## src/rtl/vga_timing_ctrl.sv

```systemverilog
// VGA raster timing generator: horizontal and vertical counters, each walked
// through ACTIVE / FRONT PORCH / SYNC / BACK PORCH, with registered syncs,
// display enable and line/frame strobes all launched on the same edge.
module vga_timing_ctrl #(
  parameter int H_ACTIVE = 640,
  parameter int H_FP     = 16,
  parameter int H_SYNC   = 96,
  parameter int H_BP     = 48,
  parameter int V_ACTIVE = 480,
  parameter int V_FP     = 10,
  parameter int V_SYNC   = 2,
  parameter int V_BP     = 33,
  parameter int CW       = 10
) (
  input  logic          clk,
  input  logic          reset,
  input  logic          pix_ce,
  input  logic          en,
  output logic [CW-1:0] hcnt,
  output logic [CW-1:0] vcnt,
  output logic          hsync_n,
  output logic          vsync_n,
  output logic          active,
  output logic          line_start,
  output logic          frame_start
);

  localparam int H_TOTAL = H_ACTIVE + H_FP + H_SYNC + H_BP;
  localparam int V_TOTAL = V_ACTIVE + V_FP + V_SYNC + V_BP;

  // Last count value of each region; a state leaves its region on these.
  localparam logic [CW-1:0] H_ACT_LAST  = CW'(H_ACTIVE - 1);
  localparam logic [CW-1:0] H_FP_LAST   = CW'(H_ACTIVE + H_FP - 1);
  localparam logic [CW-1:0] H_SYNC_LAST = CW'(H_ACTIVE + H_FP + H_SYNC - 1);
  localparam logic [CW-1:0] H_LAST      = CW'(H_TOTAL - 1);
  localparam logic [CW-1:0] V_ACT_LAST  = CW'(V_ACTIVE - 1);
  localparam logic [CW-1:0] V_FP_LAST   = CW'(V_ACTIVE + V_FP - 1);
  localparam logic [CW-1:0] V_SYNC_LAST = CW'(V_ACTIVE + V_FP + V_SYNC - 1);
  localparam logic [CW-1:0] V_LAST      = CW'(V_TOTAL - 1);

  // One-hot so that a corrupted state register is detectable and recoverable.
  typedef enum logic [3:0] {
    ST_ACT  = 4'b0001,
    ST_FP   = 4'b0010,
    ST_SYNC = 4'b0100,
    ST_BP   = 4'b1000
  } axis_state_t;

  axis_state_t   h_state, h_state_next;
  axis_state_t   v_state, v_state_next;
  logic [CW-1:0] hcnt_next, vcnt_next;
  logic          adv;
  logic          line_end;
  logic          frame_end;
  logic          line_start_next;
  logic          frame_start_next;

  assign adv       = en & pix_ce;
  assign line_end  = (hcnt == H_LAST);
  assign frame_end = line_end & (vcnt == V_LAST);

  // Horizontal next state: counter steps every advance, state follows boundaries.
  always_comb begin
    h_state_next = h_state;
    hcnt_next    = hcnt;
    if (adv) begin
      hcnt_next = line_end ? '0 : hcnt + 1'b1;
      case (h_state)
        ST_ACT:  if (hcnt == H_ACT_LAST)  h_state_next = ST_FP;
        ST_FP:   if (hcnt == H_FP_LAST)   h_state_next = ST_SYNC;
        ST_SYNC: if (hcnt == H_SYNC_LAST) h_state_next = ST_BP;
        ST_BP:   if (line_end)            h_state_next = ST_ACT;
        default: begin
          h_state_next = ST_ACT;
          hcnt_next    = '0;
        end
      endcase
      // End of line always restarts in ACT so state and counter never disagree.
      if (line_end) h_state_next = ST_ACT;
    end
  end

  // Vertical next state: steps once per line, recovers from a bad state on any advance.
  always_comb begin
    v_state_next = v_state;
    vcnt_next    = vcnt;
    if (adv) begin
      if (line_end) vcnt_next = frame_end ? '0 : vcnt + 1'b1;
      case (v_state)
        ST_ACT:  if (line_end && vcnt == V_ACT_LAST)  v_state_next = ST_FP;
        ST_FP:   if (line_end && vcnt == V_FP_LAST)   v_state_next = ST_SYNC;
        ST_SYNC: if (line_end && vcnt == V_SYNC_LAST) v_state_next = ST_BP;
        ST_BP:   if (frame_end)                       v_state_next = ST_ACT;
        default: begin
          v_state_next = ST_ACT;
          vcnt_next    = '0;
        end
      endcase
      if (frame_end) v_state_next = ST_ACT;
    end
  end

  // Strobes mark the advance that wraps the horizontal (and vertical) counter.
  always_comb begin
    line_start_next  = adv & line_end;
    frame_start_next = adv & frame_end;
  end

  // State, counters and all outputs register together so they carry no skew.
  always_ff @(posedge clk) begin
    if (reset) begin
      h_state     <= ST_ACT;
      v_state     <= ST_ACT;
      hcnt        <= '0;
      vcnt        <= '0;
      hsync_n     <= 1'b1;
      vsync_n     <= 1'b1;
      active      <= 1'b1;
      line_start  <= 1'b0;
      frame_start <= 1'b0;
    end else begin
      h_state     <= h_state_next;
      v_state     <= v_state_next;
      hcnt        <= hcnt_next;
      vcnt        <= vcnt_next;
      hsync_n     <= (h_state_next != ST_SYNC);
      vsync_n     <= (v_state_next != ST_SYNC);
      active      <= (h_state_next == ST_ACT) && (v_state_next == ST_ACT);
      line_start  <= line_start_next;
      frame_start <= frame_start_next;
    end
  end

endmodule
```

## config.mk

```make
export PLATFORM = sky130hd
export DESIGN_NAME = vga_timing_ctrl
export DESIGN_NICKNAME = d
export VERILOG_FILES = /design/src/rtl/vga_timing_ctrl.sv
export SDC_FILE = /design/constraint.sdc
export NUM_CORES = 1
export LEC_CHECK = 0
export ABC_AREA = 1
export ABC_CLOCK_PERIOD_IN_PS = 1590
export BUFFER_PORTS_ARGS = -buffer_cell sky130_fd_sc_hd__clkbuf_2
export CELL_PAD_IN_SITES_DETAIL_PLACEMENT = 1
export CELL_PAD_IN_SITES_GLOBAL_PLACEMENT = 1
export CORE_UTILIZATION = 35
export DETAILED_ROUTE_END_ITERATION = 7
export PLACE_DENSITY_LB_ADDON = 0.1
export SYNTH_ARGS = -nofsm -noshare
export SYNTH_HDL_FRONTEND = slang
export SYNTH_SLANG_ARGS = --single-unit
```

## constraint.sdc

```tcl
create_clock -name clk -period 1.59 [get_ports clk]
set_input_delay 0.159 -clock clk [delete_from_list [all_inputs] [get_ports clk]]
set_output_delay 0.159 -clock clk [all_outputs]
set_load 0.05 [all_outputs]
```

==> metrics.yaml <==
status: "finished, violations left"
violations: "setup timing"
grt_pass1_wl_um: 10700
num_rows: 26
syn_nets: 307
yosysWarningCount: 0
crit_end: "active$_SDFF_PP1_"
worst-endpoint-arrival_ns: 2.06
ys_ff_latch: 33
area_growth_pct: 56.5
htreeDepth: 2
wl_um: 7940
p_leak_nw: 1.32
ys_seq_area_frac: 0.346
cp-startpoint: "vcnt[1]$_SDFFE_PP0P_"
grtUsageTotal: 0.252
layout_min_cycle_time_ns: 1.83
dr.pass1.iters: 4
drive_gt1_frac: 0.477
grt_pass1_vias: 2308
start_kind: "flop"
clkTransAtPathRegs_ns: 0.07
vias: 2381
fmax_mhz: 547
cts_root_buf: "clkbuf_8"
clkSinkCount: 33
slew_viol_final: 0
die_y_um: 75.9
top_level_ports: 29
avgViaCountPerCell: 5.15
dp_hpwl_um: 4810
antenna_left: 0
clk_latency_ns: 0.30
cts_tree: "done"
die_area_um2: 5750
holdBufCountCts: 0
r2r_cells: 12
finalSetupViolations: 16
clock_skew_ns: 0.00537
drc: 0
placed_cells: 440
synth_cell_types: 32
nNetsFinal: 399
post-route-period-util: 1.15
r2r_slack_ns: -0.24
antenna_found_initial: 0
cap_violations: 0
fin_ws_ns: -0.238
start_util: 0.369
power_density_nw_per_um2: 543
die_x_um: 75.9
cp.required_ns: 1.82
tightest_slew_ns: 0.431
end_kind: "flop"
fin_area_um2: 2990
grt_overflow: 0
stdcell_count: 462
synth_area_um2: 1910
timing.rr.end: "active$_SDFF_PP1_"
place_congestion: 0.848
total_power_mw: 1.62
hold_viol_final: 0
initialDrtViolationCount: 85
wl_per_cell_um: 17.2
numCtsBuffers: 5
crit-reg2reg-launch: "vcnt[1]$_SDFFE_PP0P_"
worstSetupPathType: "flop to flop"
irDropWorstVdd_v: 0.000453
io_buffers: 28
hp-class: "input pin to flop"
core_um2: 5170
synthCells: 299
dp_slack_ns: -0.162
postSynthAreaPerCell_um2: 6.39
postPlaceCellArea_um2: 2530
num_antenna_cells: 0
rsz0062_at_grt: "yes"
path_max_fanout: 4
cts_buffer_depth: 2
grt_max_degree: 14
fillers: 678
slew_headroom: 0.712
==> stage by stage <==
step                      TNS, ns  utilization  hold slack [ns]
final                       -1.79        0.578            0.273
after global routing        -3.64        0.578            0.301
after CTS                  -0.241        0.541            0.268
after detailed placement   -0.961        0.490            0.509
after global placement     -0.204        0.490            0.497
after floorplan            -0.364            -            0.228
==> per-layer routing <==
metal / share of wire / wire [um] / track usage / up-vias
li1: - / - / - / 1144
met1: 0.41 / 3260 / 0.290 / 1158
met2: 0.53 / 4220 / 0.468 / 58
met3: 0.032 / 254 / 0.0384 / 21
met4: 0.026 / 203 / 0.0885 / 0
met5: 0 / 0 / 0 / -
==> state kept, by name (all words and copies together) (netlist names) <==
signal       flops
hcnt            10
frame_start      1
active           1
hsync_n          1
h_state          4
vsync_n          1
v_state          4
vcnt            10
line_start       1
==> cell families (layout without fill, tap and decap cells) <==
kind of cell	after synthesis	in the layout	synth area share
buffers and inverters	42	135	0.0839
flip-flops	33	33	0.346
AND/OR/NAND/NOR	179	179	0.406
XOR/XNOR	2	2	0.00918
adder cells (fa/ha/maj)	4	4	0.0262
AO/OA/AOI/OAI	39	39	0.128
==> worst min path at each step <==
stage	from	endpoint	cells after the start
finish	reset	v_state[3]$_SDFF_PP0_	3
global route	reset	v_state[3]$_SDFF_PP0_	3
CTS	reset	hcnt[1]$_SDFFE_PP0P_	3
detailed placement	vcnt[9]$_SDFFE_PP0P_	vcnt[9]$_SDFFE_PP0P_	2
global placement	vcnt[9]$_SDFFE_PP0P_	vcnt[9]$_SDFFE_PP0P_	2
floorplan	reset	v_state[2]$_SDFF_PP0_	1
==> worst max-delay path, stage by stage (launching register included) <==
cell     delay [ns]
dfxtp_4        0.36
inv_4          0.07
ha_4           0.13
inv_2          0.05
nor3_4         0.24
nand3_2        0.15
nor2_4         0.17
nor3_4         0.07
nand2_2        0.13
nand2_2        0.08
nor2_2         0.13
nand3_1        0.11
nand2_1        0.07
==> power by group <==
| part | internal (mW) | switching [mW] |
|---|---|---|
| logic | 0.0356 | 0.0643 |
| registers | 0.823 | 0.00305 |
| clock network | 0.354 | 0.343 |
==> area by class of cell <==
cell class	instances	area (um^2)	area share
multi-input cells	224	1350	0.451
flip-flops and latches	33	699	0.234
repair buffers	87	602	0.201
inverters	40	163	0.0544
clock buffers	8	90.1	0.0302
well taps	70	87.6	0.0293
==> cells in the mapped netlist (all sizes together) <==
library cell	count	area, um^2
o221ai	1	8.76
o21a	1	7.51
dfxtp	33	661
nand4	6	37.5
a21oi	18	105
nor3b	1	7.51
a21boi	1	7.51
xor2	2	17.5
o31ai	1	7.51
inv	40	153
nor3	9	50.1
o21ai	12	71.3
nor4	1	6.26
clkbuf	2	7.51
ha	4	50.1
nor2	58	238
nand3	23	120
o21bai	1	7.51
a211oi	4	30.0
nand2	81	317
==> placed cells by master, fill, tap and decap left out, drive strengths merged <==
cell type / Yosys / layout
o21bai: 1 / 1
a21oi: 18 / 18
ha: 4 / 4
o21ai: 12 / 12
nor2: 58 / 58
clkbuf: 2 / 36
xor2: 2 / 2
nor3: 9 / 9
nand2: 81 / 81
a211oi: 4 / 4
o31ai: 1 / 1
nand4: 6 / 6
o21a: 1 / 1
nor4: 1 / 1
buf: 0 / 59
nor3b: 1 / 1
dfxtp: 33 / 33
inv: 40 / 40
o221ai: 1 / 1
nand3: 23 / 23
a21boi: 1 / 1
==> timing repair <==
item | 4_1_cts | 5_1_grt
setup buffers | 9 | 5
pin swaps | 17 | 28
gates resized for setup | 32 | 48
setup endpoints to repair | 11 | 25
(Power assumes the default switching activity.)
